`config.mk`:
```
export PLATFORM = sky130hd
export DESIGN_NAME = div32_seq
export DESIGN_NICKNAME = d
export VERILOG_FILES = /design/src/rtl/div32_seq.sv
export SDC_FILE = /design/constraint.sdc
export NUM_CORES = 1
export LEC_CHECK = 0
export CAP_MARGIN = 10
export CORE_ASPECT_RATIO = 1.1
export CORE_UTILIZATION = 58
export DETAILED_ROUTE_END_ITERATION = 10
export PLACE_DENSITY = 0.85
export REMOVE_ABC_BUFFERS = 1
export SETUP_SLACK_MARGIN = 0.4
export SLEW_MARGIN = 15
export SYNTH_ARGS = -nofsm -noshare
export SYNTH_HDL_FRONTEND = slang
export SYNTH_SLANG_ARGS = --single-unit
```
`constraint.sdc`:
```
create_clock -name clk -period 3.8 [get_ports clk]
set_input_delay 0.57 -clock clk [delete_from_list [all_inputs] [get_ports clk]]
set_output_delay 0.57 -clock clk [all_outputs]
set_load 0.02 [all_outputs]
```
`src/rtl/div32_seq.sv`:
```
// Iterative 32-bit radix-2 restoring divider for DIV/DIVU/REM/REMU with start/valid handshake.
// Optional macro DIV32_FASTPATH_EN: divide-by-zero and signed overflow complete directly from IDLE.
module div32_seq (
    input  logic        clk,
    input  logic        rst_n,
    input  logic        start,
    input  logic        signed_op,
    input  logic [31:0] a,
    input  logic [31:0] b,
    output logic        busy,
    output logic        valid,
    output logic [31:0] quo,
    output logic [31:0] rem
);

    typedef enum logic [1:0] {IDLE, CALC, FIX, DONE} state_t;

    state_t      state, state_nxt;
    logic [4:0]  cnt;
    logic [32:0] p;
    logic [31:0] q;
    logic [31:0] dvs;
    logic [31:0] a_raw;
    logic        neg_q, neg_r, div0, ovf;

    logic        a_neg, b_neg;
    logic [31:0] a_abs, b_abs;
    logic        in_div0, in_ovf;
    logic [32:0] p_shift, p_step;
    logic        ge;
    logic [31:0] q_step;
    logic [31:0] quo_fix, rem_fix;
    logic        fast_go;
`ifdef DIV32_FASTPATH_EN
    logic [31:0] fast_quo, fast_rem;
`endif

    always_comb begin
        a_neg   = signed_op & a[31];
        b_neg   = signed_op & b[31];
        a_abs   = a_neg ? (32'd0 - a) : a;
        b_abs   = b_neg ? (32'd0 - b) : b;
        in_div0 = (b == '0);
        in_ovf  = signed_op && (a == 32'h8000_0000) && (b == '1);

        // One restoring step: shift in the next dividend bit, subtract if it fits.
        p_shift = {p[31:0], q[31]};
        ge      = (p_shift >= {1'b0, dvs});
        p_step  = ge ? (p_shift - {1'b0, dvs}) : p_shift;
        q_step  = {q[30:0], ge};

        // Mandated special-case results override the sign-corrected magnitudes.
        if (div0) begin
            quo_fix = '1;
            rem_fix = a_raw;
        end else if (ovf) begin
            quo_fix = 32'h8000_0000;
            rem_fix = '0;
        end else begin
            quo_fix = neg_q ? (32'd0 - q) : q;
            rem_fix = neg_r ? (32'd0 - p[31:0]) : p[31:0];
        end

`ifdef DIV32_FASTPATH_EN
        fast_go  = in_div0 | in_ovf;
        fast_quo = in_div0 ? '1 : 32'h8000_0000;
        fast_rem = in_div0 ? a : '0;
`else
        fast_go  = 1'b0;
`endif
    end

    always_comb begin
        state_nxt = state;
        case (state)
            IDLE: if (start) state_nxt = fast_go ? DONE : CALC;
            CALC: if (cnt == 5'd0) state_nxt = FIX;
            FIX:  state_nxt = DONE;
            DONE: state_nxt = IDLE;
            default: state_nxt = IDLE;
        endcase
    end

    always_ff @(posedge clk or negedge rst_n) begin
        if (!rst_n) begin
            state <= IDLE;
            cnt   <= '0;
            p     <= '0;
            q     <= '0;
            dvs   <= '0;
            a_raw <= '0;
            neg_q <= 1'b0;
            neg_r <= 1'b0;
            div0  <= 1'b0;
            ovf   <= 1'b0;
            busy  <= 1'b0;
            valid <= 1'b0;
            quo   <= '0;
            rem   <= '0;
        end else begin
            state <= state_nxt;
            busy  <= (state_nxt == CALC) || (state_nxt == FIX);
            valid <= (state_nxt == DONE);
            case (state)
                IDLE: begin
                    if (start) begin
                        dvs   <= b_abs;
                        p     <= '0;
                        q     <= a_abs;
                        a_raw <= a;
                        neg_q <= a_neg ^ b_neg;
                        neg_r <= a_neg;
                        div0  <= in_div0;
                        ovf   <= in_ovf;
                        cnt   <= 5'd31;
`ifdef DIV32_FASTPATH_EN
                        if (fast_go) begin
                            quo <= fast_quo;
                            rem <= fast_rem;
                        end
`endif
                    end
                end
                CALC: begin
                    p   <= p_step;
                    q   <= q_step;
                    cnt <= cnt - 5'd1;
                end
                FIX: begin
                    quo <= quo_fix;
                    rem <= rem_fix;
                end
                default: ;
            endcase
        end
    end

endmodule

```
==> results of run 1 <==
## logic make-up (layout without fill, tap and decap cells)
family / Yosys count / after routing / synth area share [%]
and+or+nand+nor: 545 / 545 / 19.00
AOI/OAI and AO/OA: 433 / 433 / 21.76
DFF: 205 / 205 / 40.43
xor gates and xnor gates: 148 / 148 / 10.22
buffers and inverters: 141 / 255 / 4.211
adders and majority gates: 39 / 39 / 3.905
muxes: 6 / 6 / 0.4734
## cell type report
class                   instances  area, sq um
flip-flops and latches        205         5130
clock buffers                  33        653.1
well taps                     290        362.8
clock inverters                 5        52.55
multi-input cells            1171         7089
inverters                      59        221.5
repair buffers                158         1548
fillers                      1662         6314
## flip-flops by register name, summed over array words and instances (netlist names)
register  flops
a_raw        32
dvs          32
p            32
q            32
quo          32
rem          32
cnt           5
state         2
busy          1
div0          1
neg_q         1
neg_r         1
ovf           1
valid         1
## cell usage after synthesis, types with 7 or more instances
library cell,instances
sky130_fd_sc_hd__a21o_1,14
sky130_fd_sc_hd__a21oi_1,100
sky130_fd_sc_hd__a221oi_1,27
sky130_fd_sc_hd__a22oi_1,22
sky130_fd_sc_hd__a31oi_1,8
sky130_fd_sc_hd__and2_1,7
sky130_fd_sc_hd__and3_1,7
sky130_fd_sc_hd__buf_1,7
sky130_fd_sc_hd__clkbuf_1,73
sky130_fd_sc_hd__dfrtp_1,205
sky130_fd_sc_hd__ha_1,38
sky130_fd_sc_hd__inv_1,58
sky130_fd_sc_hd__nand2_1,243
sky130_fd_sc_hd__nand2b_1,13
sky130_fd_sc_hd__nand3_1,10
sky130_fd_sc_hd__nand4_1,14
sky130_fd_sc_hd__nor2_1,162
sky130_fd_sc_hd__nor2b_1,14
sky130_fd_sc_hd__nor3_1,19
sky130_fd_sc_hd__nor4_1,18
sky130_fd_sc_hd__o21a_1,7
sky130_fd_sc_hd__o21ai_0,143
sky130_fd_sc_hd__o21bai_1,10
sky130_fd_sc_hd__o22a_1,24
sky130_fd_sc_hd__o31ai_1,29
sky130_fd_sc_hd__o41ai_1,11
sky130_fd_sc_hd__or3_1,9
sky130_fd_sc_hd__or4_1,13
sky130_fd_sc_hd__xnor2_1,86
sky130_fd_sc_hd__xor2_1,62
## critical path, delay by kind of cell (launching register included)
kind | cells | cell delay [ns]
AO/OA/AOI/OAI | 3 | 0.37
XOR/XNOR | 1 | 0.27
flip-flops | 1 | 0.47
AND/OR/NAND/NOR | 5 | 2.01
## repair_timing
action,4_1_cts,5_1_grt
endpoints found under the setup margin,0,35
gates resized for setup,0,7
buffers inserted,0,1
## worst paths after layout
kind | start | to | cells past startpoint
worst max-delay path | p[0] | rem[29] | 9
worst min-delay path | rst_n | quo[11] | 1
worst max register to register | p[0] | rem[29] | 9
worst min register to register | quo[14] | quo[14] | 2
max in group asynchronous | rst_n | dvs[26] | 2
min in group clk | quo[14] | quo[14] | 2
## power by group through the flow
stage | Sequential [mW] | Combinational [mW] | Clock [mW]
2_1_floorplan | 3.98 | 5.45 | 0
3_3_place_gp | 4.03 | 7.21 | 0
3_5_place_dp | 4.08 | 7.45 | 0
4_1_cts | 4.05 | 7.50 | 2.14
5_1_grt | 4.20 | 8.51 | 2.23
6_report | 4.08 | 7.57 | 2.12
## stage by stage
stage / cells / utilization, % / total power [mW] / setup slack (ns)
finish: 1921 / 70.46 / 13.77 / 0.5231
global route: 1921 / 70.46 / 14.94 / 0.3345
CTS: 1920 / 70.25 / 13.69 / 0.4532
detailed placement: 1882 / 66.94 / 11.53 / 0.4475
global placement: 1882 / 66.94 / 11.25 / 0.5217
floorplan: 1435 / - / 9.436 / -2.143
## routing by layer
metal	wire, um	part of all wire [%]	GRT usage, %	vias up
met1	13830	41	39.14	5535
li1	-	-	-	5541
met4	1249	3.7	13.01	0
met3	2067	6.1	3.529	83
met2	16510	49	53.64	420
met5	0	0	0	-
==> impl_metrics.csv, run 1 <==
group,metric,value,unit
grt,antenna_violations_before_repair,0,
sta,timing_worst_slew_pin_value,0.8720,ns
min_path,hold_path_class,"input port to asynchronous set/reset pin",
drt,initialDrtViolationCount,807,
sta,holdWs,0.1015,ns
die,floorplan.io_pins,134,
critical_path,worst_path_max_delay_cell,"sky130_fd_sc_hd__or4_1",
die,core-area,21370,sq um
synth,synth.avg_cell_area,8.363,sq um
critical_path,setup.worst_path.start_class,"flop",
clock_network,cts.root.buffer_cell,"sky130_fd_sc_hd__clkbuf_16",
sta,final.setup.tns,0,ns
clock_network,h-tree-depth,1,
drt,vias_post_dr,11579,
finish,final_net_count,1724,
finish,mostFrequentLayoutCell,"sky130_fd_sc_hd__nand2_1",
finish,layout-area-overhead-vs-synth,18.68,%
sta,clock_skew,0.009438,ns
finish,most-common-layout-cells,"sky130_fd_sc_hd__nand2_1, sky130_fd_sc_hd__dfrtp_1, sky130_fd_sc_hd__nor2_1",
die,floorplan.rows,56,
clock_network,cts_inserted_buffers,22,
power,p_per_area,914.6,nW/um^2
die,chipWidth,143.0,um
synth,yosysTopAreaCell,"sky130_fd_sc_hd__dfrtp_1",
critical_path,cp_common_cell,"sky130_fd_sc_hd__or4_4",
drt,drc,0,
critical_path,slowest_delay,0.61,ns
sta,period_minus_slack,3.277,ns
critical_path,critical_path.endpoint_type,"flop",
synth,ys.warnings.count,0,
synth,ys.flop_type,"sky130_fd_sc_hd__dfrtp_1",
die,floorplan.die_area,22470,sq um
place,detailedPlacementHpwl,24.89,mm
drt,drt_pre_antenna_iters,5,
power,share_comb_of_total_power,55.0,%
critical_path,rrSetupSlack,0.52,ns
place,port-buffer-count,133,
power,flop_pwr_share,29.6,%
critical_path,crit_path_cell_trace,"or4_1, or4_4, or4_4, or3_4, o31ai_4, xor2_1, nor3_1, a21oi_2, o21ai_1",
power,swShare,44.65,%
drt,route.detailed.vias_per_inst,6.028,
grt,grt_start_max_net_pins,89,
clock_network,clock_insertion_delay_worst_skew,0.51,ns
critical_path,worst-setup-path-type,"flop to flop",
clock_network,cts.sink_count,205,
drt,drt-total-wl,33.66,mm
clock_network,clk_path_buf_depth,3,
synth,synth_cells,1517,
critical_path,timing.critical_path.required,4.16,ns
power,netSwitchingPower,6.149,mW
power,p_int,7.623,mW
finish,diodes,0,
sta,slew_viol_final,0,
critical_path,worst_ep_arrival_time,3.64,ns
synth,synth_cell_types,60,
sta,max_transition_margin,41.65,%
clock_network,cts_hold_repair.buffers,0,
flow_run,maxCapViolations,0,
die,dieHeight,157.1,um
critical_path,worst-path-max-fanout,7,
drt,detail-route-antenna-nets,0,
grt,vias_in_the_first_global_route,11031,
sta,grt_setup_unrepaired,"true",
clock_network,cts_tree,"yes",
power,share_clk_of_total_power,15.4,%
synth,asr_flop_ratio_synth,100.0,%
place,dpl_cell_area,14310,sq um
clock_network,clk_transition_reported_paths,0.06,ns
sta,hold_viol,0,
finish,layout.cell_area.non_filler,15060,sq um
sta,timing.fmax,305.2,MHz
synth,ys_seq_area_share,40.43,%
synth,synth_enable_flop_cells,0,
power,irDropWorstVdd,0.0004631,V
place,gp_congestion,0.9347,
synth,synth_largest_type_area_fraction,40.43,%
grt,grt_first_pass_wirelength,55.41,mm
synth,synth_seq_cells,205,
drt,drt-wirelength-per-cell,17.52,um
grt,grtUsageTotal,30.96,%
power,power.static_leakage,6.454,nW
synth,syn-cell-area,12690,sq um
status,status,"complete, no violations",
sta,min_period_over_period,86.24,%
sta,finalSetupViolCount,0,
finish,final_layout_size_suffix_gt1_share,5.028,%
synth,yosys-top-cells-area,"sky130_fd_sc_hd__dfrtp_1, sky130_fd_sc_hd__nand2_1, sky130_fd_sc_hd__xnor2_1, sky130_fd_sc_hd__o21ai_0, sky130_fd_sc_hd__nor2_1",
die,floorplan.initialDensity,59.37,%
grt,globalRoute.totalOverflow,0,
No activity file was read; power rests on OpenSTA's default activity.
==> run 2: changes to the inputs <==
- MAX_ROUTING_LAYER: unset -> met4
==> run 2 against run 1 <==
Compared with the run above:
- clock skew increased by 0.0094 ns
- combinational power about the same
- die area did not move
- routed wire length decreased by 0.55%
- sequential power about the same
- critical endpoint unchanged
==> impl_metrics.csv, run 2 (synthesized netlist as in run 1, its figures left out) <==
group,metric,value,unit
finish,layout-area-overhead-vs-synth,18.78,%
critical_path,critical_path.endpoint_type,"flop",
sta,max_transition_margin,43.31,%
finish,num-fill-cells,1708,
power,power.static_leakage,6.474,nW
drt,initialDrtViolationCount,859,
grt,grtUsageTotal,31.40,%
die,floorplan.io_pins,134,
sta,clock_skew,0.01886,ns
critical_path,kind_of_cell_with_the_highest_combined_delay_on_the_critical_path,"simple AND/OR/NAND/NOR gates",
place,placedCellCount,1881,
critical_path,rrSetupSlack,0.52,ns
drt,drc,0,
finish,seqCellArea,5130,sq um
critical_path,worstPathBufferInverterCount,0,
finish,final-instance-count-excl-fill,1924,
die,dieHeight,157.1,um
die,floorplan.die_area,22470,sq um
grt,grt_first_pass_wirelength,54.95,mm
drt,drt-total-wl,33.48,mm
sta,slew_viol_final,0,
clock_network,cts.root.buffer_cell,"sky130_fd_sc_hd__clkbuf_16",
flow_run,maxCapViolations,0,
drt,detail-route-antenna-nets,0,
sta,period_minus_slack,3.279,ns
clock_network,clock_insertion_delay_worst_skew,0.52,ns
sta,post-route-worst-setup-slack,0.5209,ns
critical_path,timing.reg2reg.worst_path_depth,9,
status,status,"complete, no violations",
clock_network,cts.sink_count,205,
critical_path,rr_startpoint,"p[0]",
place,port-buffer-count,133,
power,irDropWorstVdd,0.0004473,V
drt,vias_post_dr,11490,
critical_path,worst_ep_arrival_time,3.64,ns
clock_network,clk_path_buf_depth,3,
drt,topRoutingLayerUsed,"met4",
die,core-area,21370,sq um
drt,met3_length,1.994,mm
finish,multi_input_area,7078,sq um
finish,diodes,0,
die,chipWidth,143.0,um
die,floorplan.initialDensity,59.37,%
drt,drt-wirelength-per-cell,17.40,um
sta,final.setup.tns,0,ns
critical_path,cp_common_cell,"sky130_fd_sc_hd__or4_4",
critical_path,worst-path-max-fanout,7,
power,p_per_area,915.9,nW/um^2
clock_network,cts_tree,"yes",
sta,finalSetupViolCount,0,
critical_path,timing.critical_path.required,4.17,ns
critical_path,crit_path_cell_trace,"or4_1, or4_4, or4_4, or3_4, o31ai_4, xor2_1, nor3_1, a21oi_2, o21ai_1",
critical_path,worst-setup-path-type,"flop to flop",
drt,met2_length,16.63,mm
sta,holdWs,0.08548,ns
clock_network,cts_inserted_buffers,23,
finish,most-common-layout-cells,"sky130_fd_sc_hd__nand2_1, sky130_fd_sc_hd__dfrtp_1, sky130_fd_sc_hd__nor2_1",
grt,vias_in_the_first_global_route,11250,
sta,grt_setup_unrepaired,"true",
drt,drt_pre_antenna_iters,5,
critical_path,regToRegEndpoint,"rem[29]",
drt,route.detailed.vias_per_inst,5.972,
finish,final_net_count,1726,
die,floorplan.rows,56,
sta,timing.fmax,305.0,MHz
clock_network,clk_transition_reported_paths,0.06,ns
finish,mostFrequentLayoutCell,"sky130_fd_sc_hd__nand2_1",
place,post-place-ws,0.4117,ns
critical_path,setup.worst_path.start_class,"flop",
sta,min_period_over_period,86.29,%
sta,timing_worst_slew_pin_value,0.8472,ns
grt,globalRoute.totalOverflow,0,
finish,final_layout_size_suffix_gt1_share,5.263,%
grt,grt_start_max_net_pins,89,
drt,detail_route.wirelength.met1,13.67,mm
sta,hold_viol,0,
critical_path,slowest_delay,0.60,ns
critical_path,worst_path_max_delay_cell,"sky130_fd_sc_hd__or4_1",
place,detailedPlacementHpwl,24.60,mm
place,gp_congestion,0.9545,
min_path,hold_path_class,"input port to asynchronous set/reset pin",
grt,antenna_violations_before_repair,0,
clock_network,h-tree-depth,1,
-- run 2: repair_timing --
| item | 4_1_cts | 5_1_grt |
|---|---|---|
| resized for setup | 0 | 5 |
| buffers inserted | 0 | 3 |
| hold buffers | 0 | 0 |
| endpoints found under the setup margin | 0 | 33 |
-- run 2: area by class of cell --
cell class              instances  share of cell area (%)
well taps                     290                   2.408
inverters                      59                   1.470
clock buffers                  32                   4.442
repair buffers                159                   10.32
multi-input cells            1171                   46.97
clock inverters                 8                  0.3487
flip-flops and latches        205                   34.04
-- run 2: worst max path at each step --
stage                          to  from  cells past startpoint  slack [ns]
after detailed placement    q[27]  a[2]                     10        0.41
after global routing        p[27]  p[3]                     11        0.39
after CTS                   p[27]  p[3]                     11        0.48
final                     rem[29]  p[0]                      9        0.52
after global placement      q[27]  a[2]                     10        0.52
after floorplan              q[0]  p[3]                      9       -2.14
-- run 2: power by group --
group / leakage, nW / internal (mW) / switching (mW)
Sequential: 2.61 / 3.09 / 0.995
Combinational: 3.50 / 3.33 / 4.27
Clock: 0.360 / 1.23 / 0.891
-- run 2: worst register-to-register path, cell delays in order, from the launching register on --
cell	delay (ns)
sky130_fd_sc_hd__dfrtp_1	0.46
sky130_fd_sc_hd__or4_1	0.60
sky130_fd_sc_hd__or4_4	0.48
sky130_fd_sc_hd__or4_4	0.46
sky130_fd_sc_hd__or3_4	0.39
sky130_fd_sc_hd__o31ai_4	0.19
sky130_fd_sc_hd__xor2_1	0.26
sky130_fd_sc_hd__nor3_1	0.10
sky130_fd_sc_hd__a21oi_2	0.13
sky130_fd_sc_hd__o21ai_1	0.06
-- run 2: routing by layer --
layer  GRT usage, %  vias to the layer above
met4          12.24                        0
li1               -                     5542
met2          53.82                      384
met3          3.042                       75
met5              -                        -
met1          38.17                     5489
-- run 2: through the flow --
| step | util (%) | instance area [sq um] | power [mW] |
|---|---|---|---|
| after floorplan | - | 12370 | 9.436 |
| after global placement | 66.91 | 14300 | 11.25 |
| after detailed placement | 66.91 | 14300 | 11.50 |
| after CTS | 70.29 | 15020 | 13.67 |
| after global routing | 70.52 | 15070 | 14.95 |
| final | 70.52 | 15070 | 13.80 |
